`config.mk`:
```
export PLATFORM = sky130hd
export DESIGN_NAME = reg_sort_ctrl
export DESIGN_NICKNAME = d
export VERILOG_FILES = /design/src/rtl/reg_sort_ctrl.sv
export SDC_FILE = /design/constraint.sdc
export NUM_CORES = 1
export LEC_CHECK = 0
export ABC_AREA = 1
export CORE_MARGIN = 2
export CORE_UTILIZATION = 31
export CTS_CLUSTER_DIAMETER = 30
export CTS_CLUSTER_SIZE = 12
export DETAILED_ROUTE_END_ITERATION = 7
export HOLD_SLACK_MARGIN = 0.08
export PLACE_DENSITY = 0.58
export SETUP_SLACK_MARGIN = 0.02
export SLEW_MARGIN = 10
export SYNTH_ARGS = -nofsm -noshare
export SYNTH_HDL_FRONTEND = slang
export SYNTH_SLANG_ARGS = --single-unit
```
`constraint.sdc`:
```
create_clock -name Clk -period 2.4 [get_ports Clk]
set_input_delay 0.48 -clock Clk [delete_from_list [all_inputs] [get_ports Clk]]
set_output_delay 0.48 -clock Clk [all_outputs]
set_load 0.02 [all_outputs]
```
`src/rtl/reg_sort_ctrl.sv`:
```
// In-place bubble sort of a 16x8 register file with early exit on a swap-free pass.
// Compare costs 3 cycles (5 on a swap); Start is only taken in IDLE; no backpressure.
module reg_sort_ctrl #(
  parameter bit DESCENDING = 1'b0
) (
  input  logic       Clk,
  input  logic       Rst,
  input  logic       Start,
  output logic [3:0] R_Addr,
  output logic       R_en,
  input  logic [7:0] R_Data,
  output logic [3:0] W_Addr,
  output logic       W_en,
  output logic [7:0] W_Data,
  output logic       Busy,
  output logic       Done,
  output logic [7:0] Swap_Count
);

  typedef enum logic [2:0] {IDLE, RD_A, RD_B, CMP, WR_A, WR_B, DONE} state_t;

  state_t     state, state_nxt;
  logic [3:0] i, i_nxt, j, j_nxt;
  logic [7:0] a, a_nxt, b, b_nxt, cnt_nxt;
  logic       flag, flag_nxt;
  logic       swap_req, pass_end, adv, adv_flag;

  assign swap_req = DESCENDING ? (a < b) : (a > b);
  assign pass_end = (j == (4'd14 - i));

  always_ff @(posedge Clk or negedge Rst) begin
    if (!Rst) begin
      state      <= IDLE;
      i          <= 4'd0;
      j          <= 4'd0;
      a          <= 8'd0;
      b          <= 8'd0;
      flag       <= 1'b0;
      Swap_Count <= 8'd0;
    end else begin
      state      <= state_nxt;
      i          <= i_nxt;
      j          <= j_nxt;
      a          <= a_nxt;
      b          <= b_nxt;
      flag       <= flag_nxt;
      Swap_Count <= cnt_nxt;
    end
  end

  always_comb begin
    state_nxt = state;
    i_nxt     = i;
    j_nxt     = j;
    a_nxt     = a;
    b_nxt     = b;
    flag_nxt  = flag;
    cnt_nxt   = Swap_Count;
    R_Addr    = 4'd0;
    R_en      = 1'b0;
    W_Addr    = 4'd0;
    W_en      = 1'b0;
    W_Data    = 8'd0;
    Done      = 1'b0;
    adv       = 1'b0;
    adv_flag  = flag;
    case (state)
      IDLE: begin
        if (Start) begin
          i_nxt     = 4'd0;
          j_nxt     = 4'd0;
          cnt_nxt   = 8'd0;
          flag_nxt  = 1'b0;
          state_nxt = RD_A;
        end
      end
      RD_A: begin
        R_en      = 1'b1;
        R_Addr    = j;
        a_nxt     = R_Data;
        state_nxt = RD_B;
      end
      RD_B: begin
        R_en      = 1'b1;
        R_Addr    = j + 4'd1;
        b_nxt     = R_Data;
        state_nxt = CMP;
      end
      CMP: begin
        if (swap_req) state_nxt = WR_A;
        else          adv       = 1'b1;
      end
      WR_A: begin
        W_en      = 1'b1;
        W_Addr    = j;
        W_Data    = b;
        state_nxt = WR_B;
      end
      WR_B: begin
        W_en     = 1'b1;
        W_Addr   = j + 4'd1;
        W_Data   = a;
        cnt_nxt  = Swap_Count + 8'd1;
        flag_nxt = 1'b1;
        adv      = 1'b1;
        adv_flag = 1'b1;
      end
      DONE: begin
        Done      = 1'b1;
        state_nxt = IDLE;
      end
      default: state_nxt = IDLE;
    endcase

    // A swap in WR_B counts toward this pass even though the flag register updates later.
    if (adv) begin
      if (!pass_end) begin
        j_nxt     = j + 4'd1;
        state_nxt = RD_A;
      end else if (!adv_flag || (i == 4'd14)) begin
        state_nxt = DONE;
      end else begin
        i_nxt     = i + 4'd1;
        j_nxt     = 4'd0;
        flag_nxt  = 1'b0;
        state_nxt = RD_A;
      end
    end
  end

  assign Busy = (state != IDLE);

endmodule

```
# [Word level (Yosys, flattened, before mapping)]
# Cells that the tools add are included.
[op_classes] addsub=4 n_mul=0 n_div=0 order_cmp=1 eq_ne=12 n_shift=0 muxes=32 n_bitwise=0 reduce_logical=9
[op_table] operator="4-bit 2-to-1 mux" n=10
[op_table] operator="8-bit case mux with 2 select lines" n=2
[op_table] operator="3-bit case mux with 6 select lines" n=1
[op_table] operator="4-bit case mux with 2 select lines" n=2
[op_table] operator="3-bit 2-to-1 mux" n=5
[op_table] operator="3-bit equality test (second input constant)" n=3
[op_table] operator="1-bit 2-to-1 mux" n=9
[op_table] operator="4-bit by 1-bit adder with 4-bit output (second input constant)" n=2
[op_table] operator="8-bit by 1-bit adder with 8-bit output (second input constant)" n=1
[op_table] operator="8-bit > comparator" n=1
[op_table] operator="8-bit 2-to-1 mux" n=1
[op_table] operator="3-bit by 2-bit equality test with 1-bit output (second input constant)" n=2
[op_table] operator="3-bit inequality test (second input constant)" n=2
[op_table] operator="4-bit equality test" n=1
[op_table] operator="4-bit equality test (second input constant)" n=1
[op_table] operator="2-bit inequality test (second input constant)" n=2
[op_table] operator="1-bit case mux with 2 select lines" n=2
[op_table] operator="2-bit OR reduction" n=2
[op_table] operator="4-bit subtractor (first input constant)" n=1
[op_table] operator="3-bit by 1-bit equality test with 1-bit output (second input constant)" n=1
[op_table] operator="3-bit logical NOT" n=1
[op_table] operator="3-bit AND reduction" n=1
[op_table] operator="3-bit nonzero test" n=1
[op_table] operator="2-bit AND reduction" n=1
[op_table] operator="3 further kinds" n=3
[word_totals] ff_bits=36 latch_bits=0 ram_bits=0 mem_bits_ro=0 inputBits=11 output_inout_bits=28 elab_cells=65 mem_count=0

# [Depth between registers and ports, before layout]
[logic_depth] depth_word=7 mapped_depth=15 mapped_depth_nobuf=15

# [Worst setup path before layout]
# OpenSTA, ideal clock, no wires.
[synth_path] kind="reg2out" start="register state[0]" end="output W_Data[1]" arrival_time_ns=1.401 required_time_ns=1.920 slack_ns=0.519 stages_incl_launch_ff=5 path_buffers=1 cell_sequence="dfrtp_1 > nor2_1 > nand2_1 > clkbuf_1 > o21ai_0"
[synth_via] elab_chain_len=2 elab_cells_between_ends=3 cone_classes="eq/ne (2); mux (1)"
[synth_rtl] element="start: declaration" line="22" rtl="state_t state, state_nxt;"
[synth_rtl] element="start signal: assignment" line="41" rtl="state <= state_nxt;"
[synth_rtl] element="3-bit equality test" line="67" rtl="case (state)"
[synth_rtl] element="8-bit case mux with 2 select lines *" line="67"
[synth_rtl] element="end: declaration" line="14" rtl="output logic [7:0] W_Data,"
# Every way passes the cells marked *; elsewhere a longest branch is shown, timed or not.

# [Final worst setup path]
[layout_path] start="register state[2]" end="output Done"
[layout_via] elab_chain_len=2
[layout_rtl] element="3-bit equality test" line="67"
[layout_rtl] element="1-bit 2-to-1 mux" line="67"
[layout_rtl] element="end: declaration" line="16" rtl="output logic Done,"
# Every way passes these cells.

==> results.txt <==
----------------------------------------------------
[Status]
  Run status ... finished clean

[Drt]
  Number of remaining DRC errors ... 0
  Wirelength per Cell ... between 10 and 15 um
  Count of vias placed by the detailed router ... just over 2000
  Met3 Wirelength ... between 150 and 200 um
  Routed Antenna Nets ... 0
  Sum of routed wire length over all layers ... roughly 5300 um
  Vias per std cell ... ~4.6
  Starting DRT DRC Count ... 45
  WL met1 ... 2640 um
  Pre-Repair DR Iteration Count ... 4
  Max Used Layer ... met4
  Met2 layer wire length in the routed design ... roughly 2400 um

[Synth]
  Post-synth EDFFs ... 0
  Number of flip-flops and latches in the synthesized netlist ... 36
  Area contributors post-synth ... dfrtp_1, nand2_1, ha_1, o21ai_0, inv_1
  Leading cell type by number of instances after synthesis ... nand2_1
  Sequential fraction of the synthesis area ... 40.1%
  Fraction of registers with async set/reset ... between 90% and 100%
  Post-synthesis cell type count ... 27
  Combined area of all synthesized cells ... roughly 0.0022 mm^2
  Per-instance average area after synthesis ... between 7 and 8 um^2
  Leading cell types by count after synthesis ... nand2_1, inv_1, dfrtp_1
  Primary FF master, synth ... dfrtp_1
  Syn Nets ... 323
  Synthesis Warnings ... 0
  Cell type contributing the most total cell area after synthesis ... dfrtp_1
  Top-area cell type share of the netlist area ... between 40% and 50%
  Cell count after synthesis ... 300

[Setup path]
  Family with the most delay on the worst path ... buffers and inverters
  Worst R2R End ... i[2]
  Max incr delay on CP ... 0.68 ns
  Cell chain of the critical path ... inv_2 > nor3_1 > clkdlybuf4s50_1
  Kind of end point of the critical path ... output pin
  CP startpoint ... state[2]
  Critical register-to-register path startpoint ... i[0]
  Number of cells on the worst reg-to-reg path ... 10
  Worst EP arrival ... ~1.8 ns
  Worst Path Required ... 1.92 ns
  Worst Path Class, Setup ... reg2out
  Crit Path Max Fanout ... 6
  CP Launch Type ... flip-flop
  Setup slack of the worst register-to-register path ... 0.43 ns
  Buffering stage count on the worst path with inverters included ... 2
  CP max-delay cell ... clkdlybuf4s50_1

[STA]
  Final Worst Setup Slack ... 0.103 ns
  Fin Setup TNS ... 0 ns
  Final Skew ... just under 0.006 ns
  Actual transition at the worst max-transition pin ... ~0.47 ns
  Pins Over Slew Limit ... 0
  Hold Fails Final Rpt ... 0
  Setup repair after global routing missed its margin ... yes
  Normalized max-slew margin ... about two thirds
  Post-layout minimum cycle time ... 2.30 ns
  Share of the cycle needed by the critical path after routing ... between 90% and 100%
  # setup viols final ... 0
  Maximum operating frequency ... about 440 MHz

[Floorplanning]
  Chip height ... approximately 89 um
  Area of the placeable core ... 0.00714 mm^2
  Boundary Pins ... 39
  Width of the die ... approximately 89 um
  Die Area ... 0.00794 mm^2
  Starting density of the core ... 31.5%
  Placement row count ... 31

[Pwr]
  Max IR drop VDD ... approximately 0.55 mV
  Internal power ... 0.00177 W
  Switching power of the nets ... approximately 0.0013 W
  Reg power frac ... a little under a third
  Leakage power total ... 1.47 nW
  Switching power as a share of total power ... between 40% and 50%
  Cell Pwr Density ... 1040 mW/mm^2
  Clock group share of total power ... 19.5%
  Combinational share of power ... 48.9%

[Final layout]
  Area delta synth->final ... 30.2%
  Antenna diode count ... 0
  Finished layout cell area ... around 0.003 mm^2
  Share of layout cells above drive strength 1 ... about 12%
  Number of nets at the end of the flow ... 371

[Clock network]
  Number of setup buffers added after CTS ... 0
  Clock sink total ... 36
  Post-CTS Hold Buffers ... 0
  Clock Tree Buf Depth ... 2
  Clk_lat worst skew ... between 0.2 and 0.3 ns
  TritonCTS clock tree ... yes
  Clock root buffer ... clkbuf_8
  Depth of the CTS H-tree ... 2
  CTS clk-pin slew, worst paths ... roughly 0.080 ns
  TritonCTS buffer count ... 5

[Global route]
  Global-route wire length before repair ... 8900 um
  Maximum number of pins on one net before global-route repair ... 37
  Via count of the first global-routing pass ... between 1500 and 2000
  Total track usage ... between 10% and 20%
  Aggregate global routing overflow ... 0
  Initial antenna violation count ... 0

[Job]
  Max-cap violation count ... 0

[Placed design]
  Detailed-placement wirelength estimate ... ~4000 um
  Final weighted congestion in routability-driven placement ... slightly above 0.8
  DP Worst Slack ... ~0.095 ns
  Total cell area at the placement stage ... between 0.002 and 0.003 mm^2
  Buffers added on ports ... 38

[Hold path]
  Path class of the lowest-slack min-delay path ... reg2reg
  Depth of the worst hold-timing path ... 2
  Origin of the worst min-delay path ... a[0]
  Worst Hold Path EP ... a[0]

----------------------------------------------------
power by group through the flow:
stage / registers (W) / logic [W] / clock network [W]
after floorplan: 0.000936 / 0.00102 / 0
after global placement: 0.000955 / 0.00150 / 0
after detailed placement: 0.000958 / 0.00152 / 0
after CTS: 0.000955 / 0.00151 / 0.000613
after global routing: 0.000984 / 0.00170 / 0.000638
final: 0.000961 / 0.00149 / 0.000595
cell usage in the layout, fill, tap and decap left out, types with 2 or more instances in the layout:
master and n:
nor2_4 2, buf_4 9, o22ai_1 7, xor2_1 6, nor2_1 16, clkdlybuf4s50_1 20, nor3_1 2, nand3_1 13
mux2_2 7, dfrtp_2 2, nand3_2 2, o21ai_1 5, clkbuf_8 7, inv_2 5, dlymetal6s2s_1 2, dfrtp_1 34
o21ai_0 29, a21oi_1 9, dlygate4sd2_1 16, inv_1 37, nand2_2 3, nand2_1 91, ha_1 12
worst min-delay path, delay by kind of cell, from the launching register on:
kind | cells | cell delay (ns)
simple gates | 1 | 0.06
compound gates | 1 | 0.06
flops | 1 | 0.35
layout make-up:
type / count / area, um^2
fillers: 763 / 4210
well taps: 99 / 124
inverters: 43 / 164
flip-flops and latches: 36 / 903
clock inverters: 1 / 30.0
repair buffers: 47 / 433
multi-input cells: 215 / 1170
clock buffers: 7 / 96.3
layer usage:
metal  GRT usage [%]  up-vias
met3            3.14       10
met5               0        -
met4            6.11        0
met2            23.0       35
met1            19.3      955
li1                -     1057
flip-flops by register name, summed over array words and instances (netlist names):
signal	count
Swap_Count	8
state	3
a	8
flag	1
i	4
b	8
j	4
per-stage QoR:
stage	hold WS (ns)	power [W]	std cells	util, %
floorplan	0.184	0.00196	300	-
CTS	0.503	0.00308	448	40.8
finish	0.500	0.00305	448	41.0
global placement	0.469	0.00245	440	39.1
detailed placement	0.483	0.00248	440	39.1
global route	0.542	0.00332	448	41.0
timing repair:
item	in CTS	in global routing
pin swaps	0	0
gates resized for setup	20	5
setup endpoints to repair	18	2
kinds of logic after synthesis:
logic type	share of synthesized area, %
AND/OR/NAND/NOR	26.0
AO/OA/AOI/OAI	12.6
buffers and inverters	8.36
flip-flops	40.1
adder cells (fa/ha/maj)	6.69
XOR/XNOR	2.73
multiplexers	3.51
how the worst max path moves through the flow:
stage                     end  cells after the start  slack [ns]
finish                   Done                      3        0.10
global placement    W_Data[5]                      4        0.21
detailed placement  W_Data[4]                      4         0.1
floorplan           W_Data[1]                      4        0.52
global route             Done                      3        0.01
CTS                      W_en                      4        0.05
(Power assumes the default switching activity.)
